File: config.mk
export PLATFORM = sky130hd
export DESIGN_NAME = fx_chain_ctrl
export DESIGN_NICKNAME = d
export VERILOG_FILES = /design/src/rtl/fx_chain_ctrl.sv
export SDC_FILE = /design/constraint.sdc
export NUM_CORES = 1
export LEC_CHECK = 0
export ABC_CLOCK_PERIOD_IN_PS = 6700
export CORE_MARGIN = 2
export CORE_UTILIZATION = 40
export CTS_CLUSTER_DIAMETER = 200
export DETAILED_ROUTE_END_ITERATION = 12
export GPL_TIMING_DRIVEN = 0
export MAX_ROUTING_LAYER = met4
export SYNTH_ARGS = -nofsm -noshare
export SYNTH_HDL_FRONTEND = slang
export SYNTH_SLANG_ARGS = --single-unit
File: constraint.sdc
create_clock -name clk -period 6.7 [get_ports clk]
set_input_delay 0.67 -clock clk [delete_from_list [all_inputs] [get_ports clk]]
set_output_delay 0.67 -clock clk [all_outputs]
set_load 0.02 [all_outputs]
File: src/rtl/fx_chain_ctrl.sv
// rtl/fx_chain_ctrl.sv - effect chain sequencer with debounced footswitch and gain controls
module fx_chain_ctrl #(
    parameter int DEBOUNCE_CYCLES = 50000,
    parameter int DB_W            = 16,
    parameter int MAX_GAIN        = 4,
    parameter int TIMEOUT         = 15
) (
    input  logic        clk,
    input  logic        reset,
    input  logic        sample_tick,
    input  logic [11:0] adc_data,
    input  logic        sw_dist,
    input  logic        sw_rev,
    input  logic        btn_gain_up,
    input  logic        btn_gain_dn,
    input  logic        err_clr,
    output logic [11:0] dist_A,
    output logic        dist_valid_in,
    input  logic [11:0] dist_S,
    input  logic        dist_valid_out,
    output logic        dist_toggle_en,
    output logic [11:0] gain_factor,
    output logic [11:0] rev_in,
    output logic        rev_update,
    input  logic [11:0] rev_out,
    input  logic        rev_valid_out,
    output logic        rev_toggle_en,
    output logic [11:0] dac_data,
    output logic        dac_valid,
    output logic        busy,
    output logic        overrun,
    output logic        timeout_err
);
    typedef enum logic [1:0] {IDLE, DIST, REV, OUT} state_t;

    localparam int               WW        = $clog2(TIMEOUT + 1);
    localparam logic [DB_W-1:0]  DB_MAX    = DB_W'(DEBOUNCE_CYCLES);
    localparam logic [WW-1:0]    WAIT_LAST = WW'(TIMEOUT - 1);
    localparam logic [11:0]      GAIN_MAX  = 12'(MAX_GAIN);

    state_t          state;
    logic [WW-1:0]   wait_cnt;
    logic [3:0]      raw, sync1, sync2, sync3, db_lvl, rise, pend;
    logic [DB_W-1:0] db_cnt [4];
    logic            apply, to_evt;

    // Bit order for all control vectors: 0 dist, 1 rev, 2 gain up, 3 gain down.
    assign raw   = {btn_gain_dn, btn_gain_up, sw_rev, sw_dist};
    assign busy  = (state != IDLE);
    assign apply = (state == IDLE) && !sample_tick;

    always_comb begin
        rise = '0;
        for (int i = 0; i < 4; i++)
            rise[i] = (sync2[i] == sync3[i]) && (db_cnt[i] == DB_MAX) && sync3[i] && !db_lvl[i];
    end

    always_comb begin
        to_evt = 1'b0;
        if (wait_cnt == WAIT_LAST)
            to_evt = ((state == DIST) && !dist_valid_out) || ((state == REV) && !rev_valid_out);
    end

    always_ff @(posedge clk or posedge reset) begin
        if (reset) begin
            sync1  <= '0;
            sync2  <= '0;
            sync3  <= '0;
            db_lvl <= '0;
            for (int i = 0; i < 4; i++) db_cnt[i] <= '0;
        end else begin
            sync1 <= raw;
            sync2 <= sync1;
            for (int i = 0; i < 4; i++) begin
                if (sync2[i] != sync3[i]) begin
                    sync3[i]  <= sync2[i];
                    db_cnt[i] <= '0;
                end else if (db_cnt[i] != DB_MAX) begin
                    db_cnt[i] <= db_cnt[i] + 1'b1;
                end else begin
                    db_lvl[i] <= sync3[i];
                end
            end
        end
    end

    // Pending controls are only consumed between samples; an edge landing on the apply cycle is kept.
    always_ff @(posedge clk or posedge reset) begin
        if (reset) begin
            pend           <= '0;
            dist_toggle_en <= 1'b0;
            rev_toggle_en  <= 1'b0;
            gain_factor    <= '0;
        end else begin
            dist_toggle_en <= apply && pend[0];
            if (apply) begin
                pend <= rise;
                if (pend[1])
                    rev_toggle_en <= ~rev_toggle_en;
                if (pend[2] && !pend[3] && gain_factor < GAIN_MAX)
                    gain_factor <= gain_factor + 12'd1;
                else if (pend[3] && !pend[2] && gain_factor != 12'd0)
                    gain_factor <= gain_factor - 12'd1;
            end else begin
                pend <= pend | rise;
            end
        end
    end

    always_ff @(posedge clk or posedge reset) begin
        if (reset) begin
            state         <= IDLE;
            wait_cnt      <= '0;
            dist_A        <= '0;
            dist_valid_in <= 1'b0;
            rev_in        <= '0;
            rev_update    <= 1'b0;
            dac_data      <= '0;
            dac_valid     <= 1'b0;
            overrun       <= 1'b0;
            timeout_err   <= 1'b0;
        end else begin
            dist_valid_in <= 1'b0;
            rev_update    <= 1'b0;
            dac_valid     <= 1'b0;
            overrun       <= (overrun && !err_clr) || (sample_tick && busy);
            timeout_err   <= (timeout_err && !err_clr) || to_evt;
            case (state)
                IDLE: if (sample_tick) begin
                    dist_A        <= adc_data;
                    dist_valid_in <= 1'b1;
                    wait_cnt      <= '0;
                    state         <= DIST;
                end
                DIST: if (dist_valid_out) begin
                    rev_in     <= dist_S;
                    rev_update <= 1'b1;
                    wait_cnt   <= '0;
                    state      <= REV;
                end else if (to_evt) begin
                    state <= IDLE;
                end else begin
                    wait_cnt <= wait_cnt + 1'b1;
                end
                REV: if (rev_valid_out) begin
                    dac_data  <= rev_out;
                    dac_valid <= 1'b1;
                    state     <= OUT;
                end else if (to_evt) begin
                    state <= IDLE;
                end else begin
                    wait_cnt <= wait_cnt + 1'b1;
                end
                OUT:     state <= IDLE;
                default: state <= IDLE;
            endcase
        end
    end
endmodule

==> impl_results.md, run 1 <==
* Peak Freq at 296.0 MHz
* Endpoint class of the critical path: register
* Hold EP: sync2[2]$_DFF_PP0_
* Peak VDD IR at 187.0 uV
* GRT Overall Usage at 16.71%
* DRC Markers at 0
* Clock sink count at 145
* Buf+Inv Stages, Crit Path at 0
* Syn_area_per_cell at 10.67 sq um
* Startpoint types: register
* Detailed Route WL at 13,900 um
* Finished Core Util at 52.40%
* Pre-CTS WS at 3.319 ns
* RR Startpoint: gain_factor[2]$_DFFE_PP0P_
* # diodes at 0
* H-tree depth at 4
* Outcome: complete, no violations
* Power Density at 380.3 mW/mm^2
* Worst Hold Launch: sync1[2]$_DFF_PP0_
* Share of cells above drive strength 1 at 10.27%
* Setup_tns at 0 ns
* Rel. slew slack at 59.13%
* Vias per std cell at 4.960
* Final non-filler cell area at 0.008690 sq mm
* DIE AREA at 0.01800 sq mm
* Postcts setup bufs at 0
* Area after DPL at 0.008095 sq mm
* Yosys cell types at 49
* Initial antenna violation count at 0
* Worst r2r path cells at 10
* DR vias at 4,905
* Syn_nets at 707
* Worst-path cell chain: nor4_1 -> nand3_1 -> or3b_2 -> fa_1 -> a211oi_1 -> nor2_1 -> a211oi_1 -> a21oi_1 -> xnor2_1 -> o21ai_0
* CP max stage cell: or3b_2
* Highest-count cells in the layout ignoring fill and taps: dfrtp_1, clkdlybuf4s50_1, nor2_1
* Grt ovf at 0
* Total CTS buffers at 17
* RSZ-0062 raised after global routing: no
* Largest net degree at the start of global routing at 94
* Worst reg2reg setup slack at 3.32 ns
* Setup violators final at 0
* Post-CTS Resized at 0
* Fillcell total at 1,503
* Most frequent CP cell: a211oi_1
* Initial DRC count at 252
* Worst EP required at 6.97 ns
* Worst skew pair latency at 0.40 ns
* IO Pins at 102
* Die width at 134.2 um
* First-pass GRT wire length at 23,400 um
* Synthesized instance count at 635
* Final worst path period share at 50.43%
* Final Skew at 0.008490 ns
* CTS Buffer Depth at 2
* Post-synth EDFFs at 0
* Synth Register Bits at 145
* Final ANT Viol Nets at 0
* Hold buffers post-CTS at 0
* Hold Violations, Final at 0
* Drt pass-1 iters at 4
* Yosys warning count at 0
* Critical Path AT at 3.64 ns
* DR WL/cell at 14.05 um
* Hpwl dp at 9908 um
* Register area share after synthesis at 53.55%
* Vias in the first global route at 4,891
* Leakage power at 3.764 nW
* Max-cap violations at 0
* Critical path class: register to register
* Reg clk slew, reported paths at 0.06 ns
* CTS root buffer: clkbuf_16
* Dominant synthesized flop cell: dfrtp_1
* FFs w/ async S/R, synth at 100.0%
* Die Height at 134.2 um
* Worst hold slack at 0.3466 ns
* Reg2reg end: gain_factor[10]$_DFFE_PP0P_
* # rows at 47
* Hold Crit Class: register to register
* Final nets at 828
* Max-slew violations at 0
* Largest delay contributor family on the critical path: simple AND/OR/NAND/NOR gates
* Min cycle time layout at 3.379 ns
* Commonest non-fill, non-tap cell in the layout: dfrtp_1
* Critical path's largest stage delay at 0.66 ns
* Starting Density at 40.86%
* Crit Path Max Fanout at 14
* Layout area overhead at 28.23%
* CTS tree: done
* Final WS setup at 3.321 ns
* Worst Tran Pin Value at 0.6075 ns
* IO Port Bufs at 101
* Core Area at 0.01658 sq mm
* RePlAce Congestion at 0.8110
* WHS Path Cells at 0
* Mapped Area at 0.006776 sq mm
## worst max path at each step
| stage | depth (start not counted) | startpoint | endpoint |
|---|---|---|---|
| 2_1_floorplan | 1 | reset | dac_data[0]$_DFFE_PP0P_ |
| 3_3_place_gp | 2 | reset | db_cnt[27]$_DFFE_PP0N_ |
| 3_5_place_dp | 10 | gain_factor[2]$_DFFE_PP0P_ | gain_factor[10]$_DFFE_PP0P_ |
| 4_1_cts | 10 | gain_factor[2]$_DFFE_PP0P_ | gain_factor[10]$_DFFE_PP0P_ |
| 5_1_grt | 10 | gain_factor[2]$_DFFE_PP0P_ | gain_factor[10]$_DFFE_PP0P_ |
| 6_report | 10 | gain_factor[2]$_DFFE_PP0P_ | gain_factor[10]$_DFFE_PP0P_ |
## layout make-up
type	instances	area [sq um]	share of cell area [%]
repair buffers	102	1039	11.95
multi-input cells	447	2987	34.37
inverters	27	106.4	1.224
flip-flops and latches	145	3628	41.76
plain buffers	16	60.06	0.6911
well taps	220	275.3	3.168
clock inverters	8	102.6	1.181
clock buffers	24	491.7	5.659
## flip-flops by register name (all words and copies together), names as in the netlist
| signal | cells |
|---|---|
| dac_data | 12 |
| dac_valid | 1 |
| db_cnt | 64 |
| db_lvl | 4 |
| dist_A | 12 |
| dist_toggle_en | 1 |
| dist_valid_in | 1 |
| gain_factor | 12 |
| overrun | 1 |
| pend | 4 |
| rev_in | 12 |
| rev_toggle_en | 1 |
| rev_update | 1 |
| state | 2 |
| sync1 | 4 |
| sync2 | 4 |
| sync3 | 4 |
| timeout_err | 1 |
| wait_cnt | 4 |
## cells by family (layout without fill, tap and decap cells)
kind of cell	Yosys count	in the layout	share of synthesized area, %
compound gates	84	84	7.275
xor+xnor	61	61	7.884
fa+ha+maj	26	26	4.911
buf+inv	43	177	2.382
flops	145	145	53.55
mux	42	42	6.942
simple gates	234	234	17.06
## power breakdown
part	internal [mW]	switching (mW)
combinational	0.592	0.591
clock	0.588	0.355
sequential	1.05	0.128
## stage by stage
step	total power [mW]	std cells
floorplan	1.891	635
CTS	3.340	989
global placement	2.340	956
finish	3.305	989
detailed placement	2.379	957
global route	3.498	989
## cells in the mapped netlist, types with 8 or more instances
cell      count  area share (%)
dfrtp_1     145              54
nor2_1       82             4.5
nand2_1      50             2.8
xor2_1       43             5.6
mux2_2       40             6.6
a21oi_1      29             2.1
o21ai_0      29             2.1
inv_1        27             1.5
ha_1         25             4.6
nand3_1      23             1.7
xnor2_1      18             2.3
clkbuf_1     13            0.72
nand4_1      13             1.2
and3_1       12             1.1
or3_1        11             1.0
nor3_1        8            0.59
## routing by layer
layer / up-vias / wire length, um / GRT usage, %
li1: 2420 / - / -
met1: 2400 / 6488 / 21.16
met2: 80 / 6859 / 26.79
met3: 5 / 489 / 4.913
met4: 0 / 59 / 3.626
met5: - / 0 / -
(Power assumes the default switching activity.)
==> run 2: changes to the inputs <==
--- a/config.mk
+++ b/config.mk
@@ -5,7 +5,7 @@
 export SDC_FILE = /design/constraint.sdc
 export NUM_CORES = 1
 export LEC_CHECK = 0
-export ABC_CLOCK_PERIOD_IN_PS = 6700
+export ABC_CLOCK_PERIOD_IN_PS = 2910
 export CORE_MARGIN = 2
 export CORE_UTILIZATION = 40
 export CTS_CLUSTER_DIAMETER = 200
==> constraint.sdc (replaced) <==
create_clock -name clk -period 2.91 [get_ports clk]
set_input_delay 0.291 -clock clk [delete_from_list [all_inputs] [get_ports clk]]
set_output_delay 0.291 -clock clk [all_outputs]
set_load 0.02 [all_outputs]
==> impl_results.md, run 2 (synthesis gave the netlist of run 1 again) <==
* Outcome: complete, no violations
* Final nets at 851 (+2.8%)
* Layout area overhead at 34.40%
* Power Density at 900.5 mW/mm^2 (+140%)
* Final ANT Viol Nets at 0 (unchanged)
* DRC Markers at 0 (unchanged)
* Worst EP required at 3.26 ns (-3.71 ns)
* Worst skew pair latency at 0.43 ns (+0.03 ns)
* Vias per std cell at 5.033 (+1.5%)
* Peak VDD IR at 439.9 uV (+140%)
* Clock sink count at 145 (unchanged)
* DIE AREA at 0.01800 sq mm (unchanged)
* GRT Overall Usage at 17.44% (+0.73 points)
* Area after DPL at 0.008129 sq mm (+0.42%)
* DR vias at 5,078 (+3.5%)
* CTS tree: done
* Worst Tran Pin Value at 0.8659 ns (+0.2584 ns)
* Reg clk slew, reported paths at 0.06 ns (about the same)
* RePlAce Congestion at 0.8455 (+4.3%)
* Highest-count cells in the layout ignoring fill and taps: dfrtp_1, clkdlybuf4s50_1, nor2_1
* Critical path class: register to register
* Vias in the first global route at 5,265 (+7.6%)
* Detailed Route WL at 14,230 um (+2.4%)
* # diodes at 0 (unchanged)
* Starting Density at 40.86% (unchanged)
* Initial antenna violation count at 0 (unchanged)
* Min cycle time layout at 2.905 ns (-0.4739 ns)
* Critical Path AT at 3.26 ns (-0.38 ns)
* H-tree depth at 4 (unchanged)
* Rel. slew slack at 42.15% (-17 points)
* Final Skew at 0.008351 ns (-0.0001399 ns)
* Hold Violations, Final at 0 (unchanged)
* Hold Crit Class: primary input to register
* # rows at 47 (unchanged)
* RSZ-0062 raised after global routing: yes
* Drt pass-1 iters at 7 (+3)
* Max-slew violations at 0 (unchanged)
* Max reg flops at 64 (unchanged)
* First-pass GRT wire length at 24,560 um (+5.0%)
* Leakage power at 3.910 nW (+3.9%)
* Die width at 134.2 um (unchanged)
* Endpoint class of the critical path: register
* CTS root buffer: clkbuf_16
* IO Port Bufs at 101 (unchanged)
* Worst Hold Launch: sw_rev
* Share of cells above drive strength 1 at 16.48% (+6.2 points)
* Reg2reg end: gain_factor[11]$_DFFE_PP0P_
* Most flops, register: db_cnt
* Worst hold slack at 0.3064 ns (-0.04025 ns)
* Largest net degree at the start of global routing at 42 (-55%)
* Initial DRC count at 259 (+2.8%)
* Fillcell total at 1,432 (-4.7%)
* Worst r2r path cells at 11 (+1)
* Final non-filler cell area at 0.009107 sq mm (+4.8%)
* Grt ovf at 0 (unchanged)
* Hold EP: sync1[1]$_DFF_PP0_
* Total CTS buffers at 17 (unchanged)
* IO Pins at 102 (unchanged)
* WHS Path Cells at 1 (+1)
* Placed cell count at 959 (+0.21%)
* Final worst path period share at 99.82% (+49 points)
* Layout Cells excl Fill at 1,009 (+2.0%)
* CTS Buffer Depth at 2 (unchanged)
* Peak Freq at 344.3 MHz (+16%)
* Commonest non-fill, non-tap cell in the layout: dfrtp_1
* Core Area at 0.01658 sq mm (unchanged)
* Crit Path Max Fanout at 8 (-6)
* RR Startpoint: gain_factor[4]$_DFFE_PP0P_
* Startpoint types: register
* Max-cap violations at 0 (unchanged)
* Die Height at 134.2 um (unchanged)
* Setup violators final at 0 (unchanged)
* Hpwl dp at 9683 um (-2.3%)
* DR WL/cell at 14.10 um (+0.36%)
* Worst reg2reg setup slack at 0.005 ns (-3.32 ns)
[run 2: changes by cell type in the layout (fill, tap and decap cells not counted), sizes merged]
| cell | delta |
|---|---|
| clkinvlp | +2 |
| inv | -1 |
| bufinv | +2 |
| buf | +24 |
| clkbuf | -6 |
| clkinv | -1 |
[run 2: per-layer routing]
layer | vias up | part of all wire [%] | global-route usage [%]
met4 | 0 | 1.4 | 5.965
li1 | 2464 | - | -
met1 | 2499 | 46 | 22.55
met2 | 97 | 48 | 26.70
met5 | - | 0 | -
met3 | 18 | 4.2 | 4.649
[run 2: timing repair]
item / in CTS / in global routing
gates resized for setup: 16 / 29
hold buffers: 0 / 0
setup buffers: 18 / 4
setup endpoints to repair: 5 / 12
pin swaps: 8 / 20
[run 2: power by group]
part           internal (mW)  switching, mW
clock network           1.46          0.816
logic                   1.69           1.51
registers               2.42          0.307
[run 2: worst max-delay path, stage by stage (launching register included)]
cell and delay, ns:
dfrtp_2 0.44, nor4_4 0.34, nand3_2 0.12, or3b_4 0.49, buf_6 0.18, ha_4 0.24, o21a_1 0.19, nor2_1 0.17
a31oi_2 0.08, o22ai_2 0.14, mux2_4 0.32, a21oi_2 0.11
[run 2: area by class of cell]
type	instances	area (sq um)	area share, %
sequential	145	3630	39.85
inverter	27	105.1	1.154
clock buffer	19	452.9	4.973
clock inverter	10	161.4	1.772
timing repair buffer	125	1236	13.57
multi-input combinational	447	3179	34.91
tap	220	275.3	3.022
buffer	16	67.56	0.7419
[run 2: metrics by stage]
step	setup TNS [ns]	setup WS (ns)	power [mW]	util [%]
6_report	0	0.005374	8.201	54.92
5_1_grt	-0.4114	-0.1280	8.687	54.92
4_1_cts	0	0.001581	8.055	54.11
3_5_place_dp	-0.5918	-0.2327	5.464	49.02
3_3_place_gp	-67.16	-0.4722	5.382	48.66
2_1_floorplan	0	0.08401	4.354	-
[run 2: worst max path at each step]
stage | slack [ns] | cells past startpoint | from | endpoint
finish | 0.005 | 11 | gain_factor[4]$_DFFE_PP0P_ | gain_factor[11]$_DFFE_PP0P_
global route | -0.13 | 10 | gain_factor[4]$_DFFE_PP0P_ | gain_factor[10]$_DFFE_PP0P_
floorplan | 0.08 | 10 | gain_factor[6]$_DFFE_PP0P_ | gain_factor[10]$_DFFE_PP0P_
detailed placement | -0.23 | 10 | gain_factor[2]$_DFFE_PP0P_ | gain_factor[10]$_DFFE_PP0P_
global placement | -0.47 | 2 | reset | rev_in[5]$_DFFE_PP0P_
CTS | 0.002 | 10 | gain_factor[5]$_DFFE_PP0P_ | gain_factor[11]$_DFFE_PP0P_
==> run 3: changes to the inputs <==
--- a/config.mk
+++ b/config.mk
@@ -7,11 +7,13 @@
 export LEC_CHECK = 0
 export ABC_CLOCK_PERIOD_IN_PS = 2910
 export CORE_MARGIN = 2
-export CORE_UTILIZATION = 40
+export CORE_UTILIZATION = 49
 export CTS_CLUSTER_DIAMETER = 200
 export DETAILED_ROUTE_END_ITERATION = 12
 export GPL_TIMING_DRIVEN = 0
 export MAX_ROUTING_LAYER = met4
+export PLACE_DENSITY = 0.76
+export SLEW_MARGIN = 20
 export SYNTH_ARGS = -nofsm -noshare
 export SYNTH_HDL_FRONTEND = slang
 export SYNTH_SLANG_ARGS = --single-unit
==> impl_results.md, run 3 (synthesis gave the netlist of run 1 again) <==
* H-tree depth at 4 (unchanged)
* Layout area overhead at 31.06%
* Final worst path period share at 99.61% (-0.20 points)
* Max reg flops at 64 (unchanged)
* Die Height at 121.6 um (-9.4%)
* Critical Path AT at 3.24 ns (-0.02 ns)
* Pre-CTS WS at -0.2461 ns (-0.01339 ns)
* Worst r2r path cells at 11 (unchanged)
* RSZ-0062 raised after global routing: yes
* Hold Crit Class: primary input to async pin
* Leakage power at 3.838 nW (-1.8%)
* Setup violators final at 0 (unchanged)
* CTS root buffer: clkbuf_16
* Worst Tran Pin Value at 0.7350 ns (-0.1309 ns)
* Initial antenna violation count at 0 (unchanged)
* Critical path class: register to register
* DIE AREA at 0.01479 sq mm (-18%)
* Share of cells above drive strength 1 at 14.56% (-1.9 points)
* Core Area at 0.01340 sq mm (-19%)
* Drt pass-1 iters at 4 (-3)
* Final Skew at 0.005759 ns (-0.002592 ns)
* Layout Cells excl Fill at 959 (-5.0%)
* Vias in the first global route at 5,178 (-1.7%)
* DR WL/cell at 14.94 um (+6.0%)
* Hpwl dp at 10,040 um (+3.7%)
* CTS tree: done
* Initial DRC count at 288 (+11%)
* Highest-count cells in the layout ignoring fill and taps: dfrtp_1, clkdlybuf4s50_1, nor2_1
* Placed cell count at 916 (-4.5%)
* CP Launch Point: gain_factor[6]$_DFFE_PP0P_
* Max-cap violations at 0 (unchanged)
* Worst EP required at 3.25 ns (about the same)
* Largest net degree at the start of global routing at 35 (-17%)
* Crit Path Max Fanout at 6 (-2)
* Outcome: complete, no violations
* Hold buffers post-CTS at 0 (unchanged)
* Total CTS buffers at 17 (unchanged)
* Startpoint types: register
* Min cycle time layout at 2.899 ns (-0.005916 ns)
* Final nets at 842 (-1.1%)
* # diodes at 0 (unchanged)
* DRC Markers at 0 (unchanged)
* Max-slew violations at 0 (unchanged)
* IO Port Bufs at 101 (unchanged)
* CTS Buffer Depth at 2 (unchanged)
* Most flops, register: db_cnt
* Reg clk slew, reported paths at 0.06 ns (about the same)
* Commonest non-fill, non-tap cell in the layout: dfrtp_1
* Die width at 121.6 um (-9.4%)
* Endpoint class of the critical path: register
* DR vias at 5,100 (+0.43%)
* Peak VDD IR at 496.7 uV (+13%)
* Starting Density at 50.57% (+9.7 points)
* Final WS setup at 0.01129 ns (+0.005916 ns)
* Grt ovf at 0 (unchanged)
* Power Density at 878.1 mW/mm^2 (-2.5%)
* Final ANT Viol Nets at 0 (unchanged)
* RR Startpoint: gain_factor[6]$_DFFE_PP0P_
* # rows at 42 (-11%)
* GRT Overall Usage at 21.35% (+3.9 points)
* First-pass GRT wire length at 24,190 um (-1.5%)
* Clock sink count at 145 (unchanged)
* Peak Freq at 345.0 MHz (+0.20%)
* Fillcell total at 1,004 (-30%)
* Vias per std cell at 5.318 (+5.7%)
* IO Pins at 102 (unchanged)
* Detailed Route WL at 14,330 um (+0.72%)
* RePlAce Congestion at 0.8447 (about the same)
* Rel. slew slack at 51.00% (+8.8 points)
* Hold Violations, Final at 0 (unchanged)
* Worst skew pair latency at 0.42 ns (about the same)
run 3: per-stage QoR:
stage / setup TNS (ns) / power, mW / util [%] / hold slack, ns / cell area, sq um
2_1_floorplan: 0 / 4.354 / - / 0.3224 / 6783
3_3_place_gp: -48.70 / 5.368 / 59.80 / 0.3349 / 8014
3_5_place_dp: -0.6322 / 5.495 / 60.40 / 0.3418 / 8094
4_1_cts: 0 / 7.681 / 65.60 / 0.2646 / 8791
5_1_grt: -0.1193 / 8.226 / 66.27 / 0.2994 / 8881
6_report: 0 / 7.798 / 66.27 / 0.2662 / 8881
run 3: power breakdown:
group / internal [mW] / total (mW) / switching, mW / leakage (nW)
clock: 1.22 / 1.99 / 0.773 / 0.277
sequential: 2.42 / 2.75 / 0.325 / 1.88
combinational: 1.57 / 3.06 / 1.49 / 1.68
run 3: timing repair:
| action | CTS | global route |
|---|---|---|
| endpoints found under the setup margin | 5 | 6 |
| setup buffers | 6 | 4 |
| pin swaps | 8 | 9 |
| cloned | 1 | 0 |
| gates resized for setup | 12 | 15 |
run 3: critical path, cell delays in order (launching register included):
cell and delay [ns]:
dfrtp_2 0.43, nor4_4 0.31, nand3_2 0.13, or3b_4 0.45
buf_4 0.18, ha_1 0.32, o21a_1 0.13, nor2_1 0.16
a31oi_2 0.08, o22ai_2 0.14, mux2_2 0.35, a21oi_1 0.12
run 3: final timing paths:
check                                              endpoint  slack [ns]
worst min register to register           sync2[3]$_DFF_PP0_        0.35
min in group clk                         sync1[1]$_DFF_PP0_        0.32
worst max register to register  gain_factor[11]$_DFFE_PP0P_        0.01
worst min-delay path                  dist_A[0]$_DFFE_PP0P_        0.27
max in group asynchronous           dac_data[0]$_DFFE_PP0P_        1.88
worst max-delay path            gain_factor[11]$_DFFE_PP0P_        0.01
run 3: area by class of cell:
type | instances | area, sq um | area share [%]
flip-flops and latches | 145 | 3633 | 40.91
multi-input cells | 448 | 3148 | 35.45
repair buffers | 115 | 1166 | 13.13
clock buffers | 27 | 523.0 | 5.889
well taps | 176 | 220.2 | 2.480
inverters | 27 | 105.1 | 1.183
plain buffers | 16 | 60.06 | 0.6762
clock inverters | 5 | 25.02 | 0.2818
run 3: layer usage:
metal  global-route usage (%)  vias up  wire, um
met4                    7.902        0       193
li1                         -     2469         -
met5                        -        -         0
met3                    5.150       21       594
met2                    34.69      104      7129
met1                    26.13     2506      6413
